$ cat config.mk
export PLATFORM = sky130hd
export DESIGN_NAME = alu_sequencer_flat
export DESIGN_NICKNAME = d
export VERILOG_FILES = /design/src/rtl/alu_seq_pkg.sv /design/src/rtl/alu_seq_if.sv /design/src/rtl/alu_seq_decode.sv /design/src/rtl/alu_sequencer.sv /design/src/flat_wrapper.sv
export SDC_FILE = /design/constraint.sdc
export NUM_CORES = 1
export LEC_CHECK = 0
export ABC_AREA = 1
export BUFFER_PORTS_ARGS = -buffer_cell sky130_fd_sc_hd__buf_4
export CORE_AREA = 2 2 72 74
export CTS_BUF_LIST = sky130_fd_sc_hd__clkbuf_8
export DETAILED_ROUTE_END_ITERATION = 6
export DIE_AREA = 0 0 74 76
export PLACE_DENSITY_LB_ADDON = 0.3
export SLEW_MARGIN = 5
export SYNTH_ARGS = -nofsm -noshare
export SYNTH_HDL_FRONTEND = slang
export SYNTH_SLANG_ARGS = --single-unit
$ cat constraint.sdc
create_clock -name clk -period 2.4 [get_ports clk]
set_clock_uncertainty 0.15 [all_clocks]
set_input_delay 0.36 -clock clk [delete_from_list [all_inputs] [get_ports clk]]
set_output_delay 0.36 -clock clk [all_outputs]
set_load 0.01 [all_outputs]
$ cat src/rtl/alu_seq_pkg.sv
// rtl/alu_seq_pkg.sv - shared types, opcodes and field positions for the ALU sequencer
package alu_seq_pkg;

  typedef enum logic [2:0] {
    S_IDLE,
    S_DECODE,
    S_LOAD_B,
    S_LOAD_A,
    S_EXEC
  } state_t;

  localparam logic [2:0] OP_ADD = 3'd1;
  localparam logic [2:0] OP_SUB = 3'd2;
  localparam logic [2:0] OP_AND = 3'd3;
  localparam logic [2:0] OP_OR  = 3'd4;
  localparam logic [2:0] OP_XOR = 3'd5;
  localparam logic [2:0] OP_CMP = 3'd6;
  localparam logic [2:0] OP_MOV = 3'd7;

  localparam int OP4_MSB = 15;
  localparam int OP4_LSB = 12;
  localparam int RD_MSB  = 11;
  localparam int RD_LSB  = 8;
  localparam int EXT_MSB = 7;
  localparam int EXT_LSB = 4;
  localparam int RS_MSB  = 3;
  localparam int RS_LSB  = 0;
  localparam int IMM_MSB = 7;
  localparam int IMM_LSB = 0;

  typedef struct packed {
    logic        is_imm;
    logic [2:0]  alu_op;
    logic [15:0] imm16;
    logic [3:0]  rd;
    logic [3:0]  rs;
    logic        illegal;
    logic        no_wb;
  } dec_t;

  // Register selects reserve 0 for "no register"
  function automatic logic [4:0] reg_sel(input logic [3:0] idx);
    return {1'b0, idx} + 5'd1;
  endfunction

endpackage

$ cat src/rtl/alu_seq_if.sv
// rtl/alu_seq_if.sv - instruction handshake and datapath control bundle
interface alu_seq_if #(
  parameter int NUM_REGS = 16,
  parameter int OPW      = 8
);
  logic [15:0]         inst;
  logic                inst_valid;
  logic                inst_ready;
  logic [15:0]         immediate;
  logic                imm_control;
  logic [4:0]          control1;
  logic [4:0]          control2;
  logic [OPW-1:0]      opcode;
  logic                buff_en;
  logic [NUM_REGS-1:0] enable;
  logic                inst_done;
  logic                illegal_op;

  modport master (
    output inst, inst_valid,
    input  inst_ready, immediate, imm_control, control1, control2,
           opcode, buff_en, enable, inst_done, illegal_op
  );

  modport slave (
    input  inst, inst_valid,
    output inst_ready, immediate, imm_control, control1, control2,
           opcode, buff_en, enable, inst_done, illegal_op
  );
endinterface

$ cat src/rtl/alu_seq_decode.sv
// rtl/alu_seq_decode.sv - combinational instruction decoder
module alu_seq_decode
  import alu_seq_pkg::*;
(
  input  logic [15:0] i_inst,
  output dec_t        o_dec
);

  logic [3:0]  w_op4;
  logic [3:0]  w_ext;
  logic [7:0]  w_imm8;
  logic        w_rr;
  logic [2:0]  w_alu_op;
  logic        w_zext;
  logic [15:0] w_imm16;

  assign w_op4    = i_inst[OP4_MSB:OP4_LSB];
  assign w_ext    = i_inst[EXT_MSB:EXT_LSB];
  assign w_imm8   = i_inst[IMM_MSB:IMM_LSB];
  assign w_rr     = (w_op4 == 4'd0);
  assign w_alu_op = w_rr ? w_ext[2:0] : w_op4[2:0];

  // Logical ops take the byte as a mask; arithmetic ops treat it as signed
  assign w_zext  = (w_alu_op == OP_AND) || (w_alu_op == OP_OR) || (w_alu_op == OP_XOR);
  assign w_imm16 = w_zext ? {8'h00, w_imm8} : {{8{w_imm8[7]}}, w_imm8};

  assign o_dec = '{
    is_imm:  !w_rr,
    alu_op:  w_alu_op,
    imm16:   w_imm16,
    rd:      i_inst[RD_MSB:RD_LSB],
    rs:      i_inst[RS_MSB:RS_LSB],
    illegal: w_rr ? ((w_ext == 4'd0) || w_ext[3]) : w_op4[3],
    no_wb:   (w_alu_op == OP_CMP)
  };

endmodule

$ cat src/rtl/alu_sequencer.sv
// rtl/alu_sequencer.sv - multi-cycle control sequencer in front of the ALU datapath
module alu_sequencer
  import alu_seq_pkg::*;
#(
  parameter int NUM_REGS = 16,
  parameter int OPW      = 8
) (
  input  logic     clk,
  input  logic     reset,
  alu_seq_if.slave bus
);

  state_t              r_state;
  logic [15:0]         r_inst;
  logic                r_ready;
  logic [15:0]         r_imm;
  logic                r_imm_ctrl;
  logic [4:0]          r_ctrl1;
  logic [4:0]          r_ctrl2;
  logic [OPW-1:0]      r_opcode;
  logic                r_buff_en;
  logic [NUM_REGS-1:0] r_enable;
  logic                r_done;
  logic                r_illegal;

  logic [15:0] w_dec_inst;
  dec_t        w_dec;
  logic        w_accept;

  // Decode the incoming word while idle so DECODE-cycle outputs can be registered
  assign w_dec_inst = (r_state == S_IDLE) ? bus.inst : r_inst;
  assign w_accept   = (r_state == S_IDLE) && bus.inst_valid && r_ready;

  alu_seq_decode u_decode (
    .i_inst (w_dec_inst),
    .o_dec  (w_dec)
  );

  always_ff @(posedge clk) begin
    if (!reset) begin
      r_state    <= S_IDLE;
      r_inst     <= '0;
      r_ready    <= 1'b0;
      r_imm      <= '0;
      r_imm_ctrl <= 1'b0;
      r_ctrl1    <= '0;
      r_ctrl2    <= '0;
      r_opcode   <= '0;
      r_buff_en  <= 1'b0;
      r_enable   <= '0;
      r_done     <= 1'b0;
      r_illegal  <= 1'b0;
    end else begin
      r_ready    <= 1'b0;
      r_imm      <= '0;
      r_imm_ctrl <= 1'b0;
      r_ctrl1    <= '0;
      r_ctrl2    <= '0;
      r_opcode   <= '0;
      r_buff_en  <= 1'b0;
      r_enable   <= '0;
      r_done     <= 1'b0;
      r_illegal  <= 1'b0;
      case (r_state)
        S_IDLE: begin
          if (w_accept) begin
            r_inst    <= bus.inst;
            r_illegal <= w_dec.illegal;
            r_state   <= S_DECODE;
          end else begin
            r_ready <= 1'b1;
          end
        end
        S_DECODE: begin
          if (w_dec.illegal) begin
            r_ready <= 1'b1;
            r_state <= S_IDLE;
          end else begin
            r_state <= S_LOAD_B;
            if (w_dec.is_imm) begin
              r_imm_ctrl <= 1'b1;
              r_imm      <= w_dec.imm16;
            end else begin
              r_ctrl2 <= reg_sel(w_dec.rs);
            end
          end
        end
        S_LOAD_B: begin
          r_ctrl1 <= reg_sel(w_dec.rd);
          r_state <= S_LOAD_A;
        end
        S_LOAD_A: begin
          r_opcode <= OPW'(w_dec.alu_op);
          r_done   <= 1'b1;
          if (!w_dec.no_wb) begin
            r_buff_en <= 1'b1;
            r_enable  <= NUM_REGS'(1) << w_dec.rd;
          end
          r_state <= S_EXEC;
        end
        S_EXEC: begin
          r_ready <= 1'b1;
          r_state <= S_IDLE;
        end
        default: begin
          r_state <= S_IDLE;
        end
      endcase
    end
  end

  assign bus.inst_ready  = r_ready;
  assign bus.immediate   = r_imm;
  assign bus.imm_control = r_imm_ctrl;
  assign bus.control1    = r_ctrl1;
  assign bus.control2    = r_ctrl2;
  assign bus.opcode      = r_opcode;
  assign bus.buff_en     = r_buff_en;
  assign bus.enable      = r_enable;
  assign bus.inst_done   = r_done;
  assign bus.illegal_op  = r_illegal;

endmodule

$ cat src/flat_wrapper.sv
// flat-port wrapper written by rule: the top's interface ports become plain ports
module alu_sequencer_flat import alu_seq_pkg::*;
#(
  parameter int NUM_REGS = 16,
  parameter int OPW      = 8
)
  (clk, reset, bus_inst, bus_inst_valid, bus_inst_ready, bus_immediate, bus_imm_control, bus_control1, bus_control2, bus_opcode, bus_buff_en, bus_enable, bus_inst_done, bus_illegal_op);
  alu_seq_if #(.NUM_REGS(NUM_REGS), .OPW(OPW)) bus_i ();
  input  logic clk;
  input  logic reset;
  input wire logic [$bits(bus_i.inst)-1:0] bus_inst;
  input wire logic [$bits(bus_i.inst_valid)-1:0] bus_inst_valid;
  output wire logic [$bits(bus_i.inst_ready)-1:0] bus_inst_ready;
  output wire logic [$bits(bus_i.immediate)-1:0] bus_immediate;
  output wire logic [$bits(bus_i.imm_control)-1:0] bus_imm_control;
  output wire logic [$bits(bus_i.control1)-1:0] bus_control1;
  output wire logic [$bits(bus_i.control2)-1:0] bus_control2;
  output wire logic [$bits(bus_i.opcode)-1:0] bus_opcode;
  output wire logic [$bits(bus_i.buff_en)-1:0] bus_buff_en;
  output wire logic [$bits(bus_i.enable)-1:0] bus_enable;
  output wire logic [$bits(bus_i.inst_done)-1:0] bus_inst_done;
  output wire logic [$bits(bus_i.illegal_op)-1:0] bus_illegal_op;
  assign bus_i.inst = bus_inst;
  assign bus_i.inst_valid = bus_inst_valid;
  assign bus_inst_ready = bus_i.inst_ready;
  assign bus_immediate = bus_i.immediate;
  assign bus_imm_control = bus_i.imm_control;
  assign bus_control1 = bus_i.control1;
  assign bus_control2 = bus_i.control2;
  assign bus_opcode = bus_i.opcode;
  assign bus_buff_en = bus_i.buff_en;
  assign bus_enable = bus_i.enable;
  assign bus_inst_done = bus_i.inst_done;
  assign bus_illegal_op = bus_i.illegal_op;
  alu_sequencer #(.NUM_REGS(NUM_REGS), .OPW(OPW)) u_core (.clk(clk), .reset(reset), .bus(bus_i));
endmodule
# Yosys cells after proc, flatten, opt, wreduce, memory -nomap -nowiden
# Index checks and enable logic that the tools add are counted.
[totals]
out_inout_bits = 55
in_bits = 19
wordCells = 59
ff_bits = 67
[classes]
n_eq_ne = 9
shifts = 1
bitwise_logic = 4
n_reduce_logical = 17
n_addsub = 2
mux = 12
[op_table]
columns = ["cell", "n"]
rows = [
  ["$mux W16", 1],
  ["$shl A1 B4 Y16 const A", 1],
  ["$eq A3 B3 Y1 const B", 4],
  ["$pmux W3 S4", 1],
  ["$add A4 B1 Y5 const B", 2],
  ["$eq A3 B2 Y1 const B", 3],
  ["$logic_not A4 Y1", 2],
  ["$reduce_or A4 Y1", 2],
  ["$mux W1", 6],
  ["$mux W3", 2],
  ["$reduce_and A2 Y1", 3],
  ["$reduce_or A3 Y1", 2],
  ["$reduce_or A5 Y1", 1],
  ["$not A1 Y1", 4],
  ["$eq A3 B1 Y1 const B", 1],
  ["$logic_not A3 Y1", 1],
  ["$logic_or A1 B1 Y1", 3],
  ["$pmux W1 S3", 1],
  ["$reduce_and A3 Y1", 1],
  ["$logic_and A1 B1 Y1", 2],
  ["$mux W2", 1],
  ["$ne A2 B1 Y1 const B", 1],
]

# Logic depth before layout (Yosys ltp)
# Gate-level depths: netlist of run 1.
[depth]
ltp_word = 8
mapped_depth = 12
mapped_depth_nobuf = 11

# Modules after synthesis
# From an unflattened synthesis of run 1, not the netlist that was laid out.
[unflattened]
hier_cells = 376
area_unflattened_um2 = 2875.3
[modules_own_cells]
columns = ["module", "area_each_um2", "n_inst", "seq_area_each_um2", "cells_per_inst"]
rows = [
  ["alu_sequencer", 2572.5, 1, 1381.3, 328],
  ["alu_seq_decode", 302.8, 1, 0.0, 48],
]

# Worst setup path after synthesis of run 1
# OpenSTA, ideal clock, no wires.
[synth_timing]
path_type = "reg2reg"
startpoint = "register u_core.r_state[2]"
endpoint = "register u_core.r_ctrl1[2], in the netlist u_core.bus.control1[2]"
stages_incl_launch_ff = 12
setup_ns = 0.117
path_buffers = 2
synth_period_minus_slack_ns = 1.927
path_slack_ns = 0.473
arrival_ns = 1.660
path_cell_list = "dfxtp_1 inv_2 nand2_4 buf_6 buf_4 nand2_1 o21ai_2 inv_2 ha_1 ha_1 inv_1 nor2_1"
[synth_between]
elab_chain_cells = 3
[synth_lines]
columns = ["item", "line", "rtl"]
rows = [
  ["from (decl)", "alu_sequencer.sv:13", "state_t r_state;"],
  ["from (signal assigned)", "alu_sequencer.sv:41", "r_state <= S_IDLE;"],
  ["from (signal assigned)", "alu_sequencer.sv:69", "r_state <= S_DECODE;"],
  ["from (signal assigned)", "alu_sequencer.sv:77", "r_state <= S_IDLE;"],
  ["$logic_not A3 Y1", "alu_sequencer.sv:31", "assign w_dec_inst = (r_state == S_IDLE) ? bus.inst : r_inst;"],
  ["$mux W16", "alu_sequencer.sv:31", ""],
  ["$add A4 B1 Y5", "alu_seq_pkg.sv:43", "return {1'b0, idx} + 5'd1;"],
  ["to (signal assigned)", "alu_sequencer.sv:89", "r_ctrl1 <= reg_sel(w_dec.rd);"],
  ["to (decl)", "alu_sequencer.sv:18", "logic [4:0] r_ctrl1;"],
]
# Several ways; a longest one is shown, not always the timed one.
# A chain may end at the register's enable or synchronous reset.

# Final worst setup path of run 1
[layout_timing]
startpoint = "register u_core.r_state[1]"
endpoint = "register u_core.r_enable[4], in the netlist u_core.bus.enable[4]"
[layout_between]
elab_chain_cells = 6
[layout_lines]
columns = ["item", "line", "rtl"]
rows = [
  ["$logic_not A3 Y1", "alu_sequencer.sv:31", ""],
  ["$mux W16", "alu_sequencer.sv:31", ""],
  ["$logic_not A4 Y1", "alu_seq_decode.sv:20", "assign w_rr = (w_op4 == 4'd0);"],
  ["$mux W3", "alu_seq_decode.sv:21", "assign w_alu_op = w_rr ? w_ext[2:0] : w_op4[2:0];"],
  ["$eq A3 B3 Y1", "alu_seq_decode.sv:34", "no_wb: (w_alu_op == OP_CMP)"],
  ["$reduce_or A3 Y1 (no line)", "--", ""],
  ["to (signal assigned)", "alu_sequencer.sv:97", "r_enable <= NUM_REGS'(1) << w_dec.rd;"],
  ["to (decl)", "alu_sequencer.sv:22", "logic [NUM_REGS-1:0] r_enable;"],
]
# Several ways; a longest one is shown, not always the timed one.

==> results of run 1 <==
==> worst max-delay path: stages (launching register included) <==
cell and delay [ns]:
dfxtp_1 0.37, nor2_4 0.21, nand2_4 0.20, nand2_1 0.11, nand2_1 0.07, nor2_2 0.25
nand3_1 0.11, nand2_1 0.16, nand3_4 0.13, nand3_4 0.12, nor2_1 0.06
==> cell type report <==
| cell class | instances | share of cell area |
|---|---|---|
| clock buffers | 10 | 0.04216 |
| clock inverters | 6 | 0.03373 |
| inverters | 35 | 0.04025 |
| multi-input cells | 187 | 0.3158 |
| flip-flops and latches | 62 | 0.3802 |
| well taps | 70 | 0.02683 |
| repair buffers | 70 | 0.1610 |
==> cell usage after synthesis, types with 2 or more instances <==
master / instances
a21oi_1: 19
nor3_1: 4
buf_2: 2
buf_4: 14
nand3_1: 16
xor2_1: 2
o21ai_2: 6
nand2_4: 3
clkbuf_1: 2
dfxtp_1: 62
inv_1: 27
o21ai_0: 7
ha_1: 7
nand2_2: 6
nor2_1: 32
nor3b_1: 4
o21ai_1: 6
inv_2: 8
nand2_1: 57
nand3_4: 3
==> cell usage in the layout (no fill, tap or decap), drive strengths merged <==
| cell | instances |
|---|---|
| a21oi | 19 |
| buf | 70 |
| bufinv | 3 |
| clkbuf | 10 |
| clkinv | 1 |
| clkinvlp | 1 |
| conb | 5 |
| dfxtp | 62 |
| ha | 7 |
| inv | 36 |
| nand2 | 66 |
| nand3 | 19 |
| nand3b | 1 |
| nand4 | 1 |
| nor2 | 35 |
| nor3 | 4 |
| nor3b | 4 |
| nor4 | 2 |
| o21ai | 19 |
| or2 | 2 |
| xnor2 | 1 |
| xor2 | 2 |
==> metal layers <==
layer	up-vias	wire, um	GRT usage
met5	-	0	0
met1	902	2167	0.2169
met4	0	124	0.1091
met2	69	2370	0.2955
li1	1055	-	-
met3	11	307	0.06085
==> logic make-up (layout without fill, tap and decap cells) <==
family	Yosys count	in the layout	synth area share
flops	62	62	0.4921
simple gates	134	134	0.2718
compound gates	38	38	0.08432
buf+inv	54	121	0.1052
xor+xnor	3	3	0.01042
fa+ha+maj	7	7	0.03472
other cells	1	5	0.001487
==> where the power goes <==
| group | switching (uW) | internal [uW] |
|---|---|---|
| clock | 401 | 716 |
| sequential | 17.7 | 1060 |
| combinational | 264 | 142 |
==> worst paths after layout <==
check                               to  slack [ns]
setup / recovery  u_core.bus.enable[4]        0.34
hold / removal        u_core.r_inst[9]        0.12
setup reg to reg  u_core.bus.enable[4]        0.34
hold reg to reg       u_core.r_inst[8]        0.30
==> registers in the layout (all words and copies together) (netlist names), 3 cells and up <==
register              cells
u_core.bus.control1       5
u_core.bus.control2       5
u_core.bus.enable        16
u_core.bus.immediate      9
u_core.bus.opcode         3
u_core.r_inst            16
u_core.r_state            3
==> per-stage QoR <==
step / utilization / std cells / power, uW / hold WS [ns] / worst slack (ns)
finish: 0.6645 / 440 / 2605 / 0.1178 / 0.3352
global route: 0.6645 / 440 / 2726 / 0.1232 / 0.1824
CTS: 0.6645 / 440 / 2626 / 0.1081 / 0.3291
detailed placement: 0.6141 / 424 / 1512 / 0.2938 / 0.3369
global placement: 0.6141 / 424 / 1503 / 0.2866 / 0.4447
floorplan: - / 303 / 1423 / 0.2799 / 0.4728
==> flow_summary.toml, run 1 <==
[run_status]
status = "completed"

[yosys]
postSynth.asyncResetShare = 0
yosys-top-cells-area = "dfxtp_1 (49%), nand2_1 (8.5%), nor2_1 (4.8%)"
postSynthCellCount = 299
syn_area_per_cell_sq_um = 8.436
yosys_warnings = 0
synthDistinctLibCells = 32
synth_edf_count = 0
synth_top_area_share = 0.4921
yosys.area.top_type = "dfxtp_1"
synth_seq_cells = 62
synth_top_flop_cell = "dfxtp_1"
synth_seq_area_share = 0.4921
syn_area_sq_um = 2522

[clock_network]
clockBufferDepth = 2
hold_buffers = 0
cts_tree = "yes"
cts.sinks = 62
postCtsSetupBuffers = 0
cts_buffers = 9
cts_resized = 0
cts.clk_slew.worst_paths_ns = 0.07
clock-root-buffer = "clkbuf_8"
cts-htree-levels = 3
insertion_delay_ns = 0.34

[job]
max_cap_viol_count = 0

[worst_hold_path]
hold_path.class = "input port to flip-flop"
min_from = "bus_inst[9]"
holdPathStages = 3

[placement]
dpl_cell_area_sq_um = 3017
io_buffers = 68
gp_congestion = 0.8176
place_hpwl_mm = 3.751

[timing]
worst_slew_margin_rel = 0.6689
final_max_slew_viol_count = 0
tns_ns = 0
rsz0062_at_grt = "no"
tightestPinTransition_ns = 0.4930
period_needed_ns = 2.065
fin_crit_sh = 0.8603
max_freq_mhz = 484.3
setup_viol = 0
hold_viol = 0

[die]
die-area_sq_um = 5624
rows = 26
coreArea_sq_um = 4912
die_x_um = 74
initial_core_util = 0.5135
io_pins = 74
die_y_um = 76

[detailed_routing]
vias = 2037
firstDrtPassIters = 4
drc = 0
ant_nets = 0
drt_iter0_markers = 109
wire_per_inst_um = 11.30
wl_mm = 4.970
routed_via_density = 4.630

[finish]
final_layout_size_suffix_gt1_frac = 0.3135
nFillCells = 418
area_growth_pct = 29.41
multi_input_area_sq_um = 1031
antenna_cells = 0
regArea_sq_um = 1241
finish.instance_area_sq_um = 3264
nets = 391

[power]
leakagePower_uw = 0.001533
ir_worst_vdd_uv = 416.4
p_per_area_nw_per_um2 = 798.0

[setup_path]
cp_max_fo = 22
setup.worst_path.end_class = "flip-flop"
reg2reg_depth = 10
cp.required_ns = 2.48
crit_arrival_ns = 2.15
regToRegStartpoint = "u_core.r_state[1]"
crit_path_start_kind = "flip-flop"
critPathKind = "flip-flop to flip-flop"
cp-startpoint = "u_core.r_state[1]"

[global_routing]
antenna_found_initial = 0
groute.usage.overall = 0.1870
grt_max_degree = 23
grt_pass1_vias = 1806
grt_pass1_wl_mm = 7.900
grt.overflow.total = 0
(Power assumes the default switching activity.)
==> run 2: changes to the inputs <==
- CORE_AREA: 2 2 72 74 -> 2 2 76 78
- DIE_AREA: 0 0 74 76 -> 0 0 78 80
- SYNTH_HIERARCHICAL: not set -> 1
- clock period: 2.4 -> 2.25 ns (I/O delays scaled with it)
==> flow_summary.toml, run 2 <==
[setup_path]
slowest_delay_ns = 0.39
slowest_stage = "dfxtp_2"
crit_chain = "nor2_4, nand2_4, inv_2, nand2_1, nand2_1, nor2_4, nand2_2, nand2_2, nand2_2, nor3b_2, inv_1, nand3_2, nor2_1"
critPathBufInv = 2
crit_path_start_kind = "flip-flop"
setup.worst_path.end_class = "flip-flop"
cpLargestDelayFamily = "simple AND/OR/NAND/NOR gates"
cp_common_cell = "nand2_2"
crit_arrival_ns = 2.16
cp.required_ns = 2.33
critPathKind = "flip-flop to flip-flop"
cp_max_fo = 10

[global_routing]
grt_max_degree = 32
grt_pass1_vias = 2003
top_usage_layer = "met2"
grt_pass1_wl_mm = 8.935
antenna_found_initial = 0
use_met2 = 0.2759
use_met3 = 0.05769
grt.overflow.total = 0
groute.usage.overall = 0.1835
met1_usage = 0.2429

[finish]
antenna_cells = 0
multi_input_area_sq_um = 1106
nets = 460
nFillCells = 463
final_common_cell = "buf_4"
finish.instance_area_sq_um = 3603
final_cell_mix = "buf_4 (77), nand2_1 (76), dfxtp_1 (68)"
final_layout_size_suffix_gt1_frac = 0.2642
area_growth_pct = 25.33
regArea_sq_um = 1383

[clock_network]
hold_buffers = 0
clockBufferDepth = 2
cts.sinks = 69
clock-root-buffer = "clkbuf_8"
insertion_delay_ns = 0.34
cts_tree = "yes"
cts_buffers = 9
cts.clk_slew.worst_paths_ns = 0.07
cts-htree-levels = 3

[yosys]
synthTopCellsByCount = "nand2_1 (76), dfxtp_1 (69), nor2_1 (57)"
synth_edf_count = 0
yosys.area.top_type = "dfxtp_1"
synth_top_flop_cell = "dfxtp_1"
synth_seq_area_share = 0.4804
synth_top_area_share = 0.4804
postSynthCellCount = 376
syn_area_sq_um = 2875
synth_seq_cells = 69
yosys-top-cells-area = "dfxtp_1 (48%), nand2_1 (9.9%), nor2_1 (7.4%)"
postSynth.asyncResetShare = 0
syn_area_per_cell_sq_um = 7.647
yosysMostFrequentCell = "nand2_1"
synthDistinctLibCells = 26
yosys_warnings = 6

[detailed_routing]
drc = 0
wire_per_inst_um = 11.01
wl_mm = 5.624
routed_via_density = 4.607
drt_iter0_markers = 110
firstDrtPassIters = 5
ant_nets = 0
vias = 2354

[timing]
max_freq_mhz = 480.7
period_needed_ns = 2.080
hold_slack_ns = 0.07600
hold_viol = 0
final_max_slew_viol_count = 0
fin_crit_sh = 0.9246
tightestPinTransition_ns = 0.5894
tns_ns = 0
worst_slew_margin_rel = 0.6029
rsz0062_at_grt = "no"
setup_viol = 0

[die]
coreArea_sq_um = 5405
die_y_um = 80
initial_core_util = 0.5319
io_pins = 74
die-area_sq_um = 6240
rows = 27
die_x_um = 78

[power]
p_per_area_nw_per_um2 = 982.9
leakagePower_uw = 0.001793
ir_worst_vdd_uv = 627.4

[placement]
gp_congestion = 0.8087
io_buffers = 68
dpl_cell_area_sq_um = 3318
place_hpwl_mm = 4.016

[worst_hold_path]
hold_path.class = "input port to flip-flop"

[run_status]
status = "completed"

[job]
max_cap_viol_count = 0
==> run 2: cell types whose count changed after synthesis, sizes merged, moves of 7 or more <==
| cell | delta |
|---|---|
| nor2 | +28 |
| inv | +23 |
| nand3 | +14 |
| o21ai | -12 |
| buf | +17 |
| dfxtp | +7 |
| nand4 | +7 |
| a21oi | -14 |
| nand2 | +17 |
==> run 2: kinds of logic after synthesis <==
group | Yosys count | share of synthesized area
XOR/XNOR | 2 | 0.006093
flip-flops | 69 | 0.4804
AO/OA/AOI/OAI | 13 | 0.02350
other | 1 | 0.001304
AND/OR/NAND/NOR | 190 | 0.2968
buffers and inverters | 94 | 0.1614
adder cells (fa/ha/maj) | 7 | 0.03046
==> run 2: what timing repair did <==
item,4_1_cts,5_1_grt
gates cloned,0,1
resized for setup,2,8
setup buffers,0,0
setup endpoints to repair,8,38
pin swaps,0,1
hold endpoints to repair,0,0
==> run 2: layer usage <==
metal	share of wire	routed length, um
met4	0.010	59
met3	0.082	459
met2	0.44	2456
met1	0.47	2648
met5	0	0
==> run 2: path summary, 6_finish.rpt <==
kind / startpoint / cells after the start / end / slack, ns
max: u_core/r_state[2] / 13 / u_core/bus.enable[15] / 0.17
min: bus_inst[5] / 3 / u_core/r_inst[5] / 0.08
max reg2reg: u_core/r_state[2] / 13 / u_core/bus.enable[15] / 0.17
min reg2reg: u_core/r_inst[4] / 2 / u_core/r_inst[4] / 0.33
==> run 2: area by class of cell <==
type	count	share of cell area
Timing Repair Buffer	77	0.1604
Multi-Input combinational cell	218	0.3069
Inverter	59	0.06146
Clock buffer	10	0.03819
Sequential cell	69	0.3837
Tap cell	72	0.02500
Clock inverter	6	0.02431
==> run 2: stage by stage <==
step	setup WS [ns]	utilization	std cells	power, uW
global route	0.01894	0.6667	511	3775
finish	0.1697	0.6667	511	3542
CTS	0.07367	0.6574	510	3504
detailed placement	-0.03458	0.6139	494	2390
floorplan	0.01293	-	380	2297
global placement	0.06974	0.6139	494	2370
==> run 2: tightest hold or removal path, stage by stage <==
cell	delay (ns)
buf_4	0.09
nand3_1	0.06
nand2_1	0.05
==> run 2: where the power goes <==
| part | internal, uW | leakage, uW | switching, uW | total [uW] |
|---|---|---|---|---|
| registers | 1310 | 0.000559 | 43.0 | 1350 |
| logic | 371 | 0.00112 | 712 | 1080 |
| clock network | 652 | 0.000110 | 454 | 1110 |
| total | 2330 | 0.00179 | 1210 | 3540 |
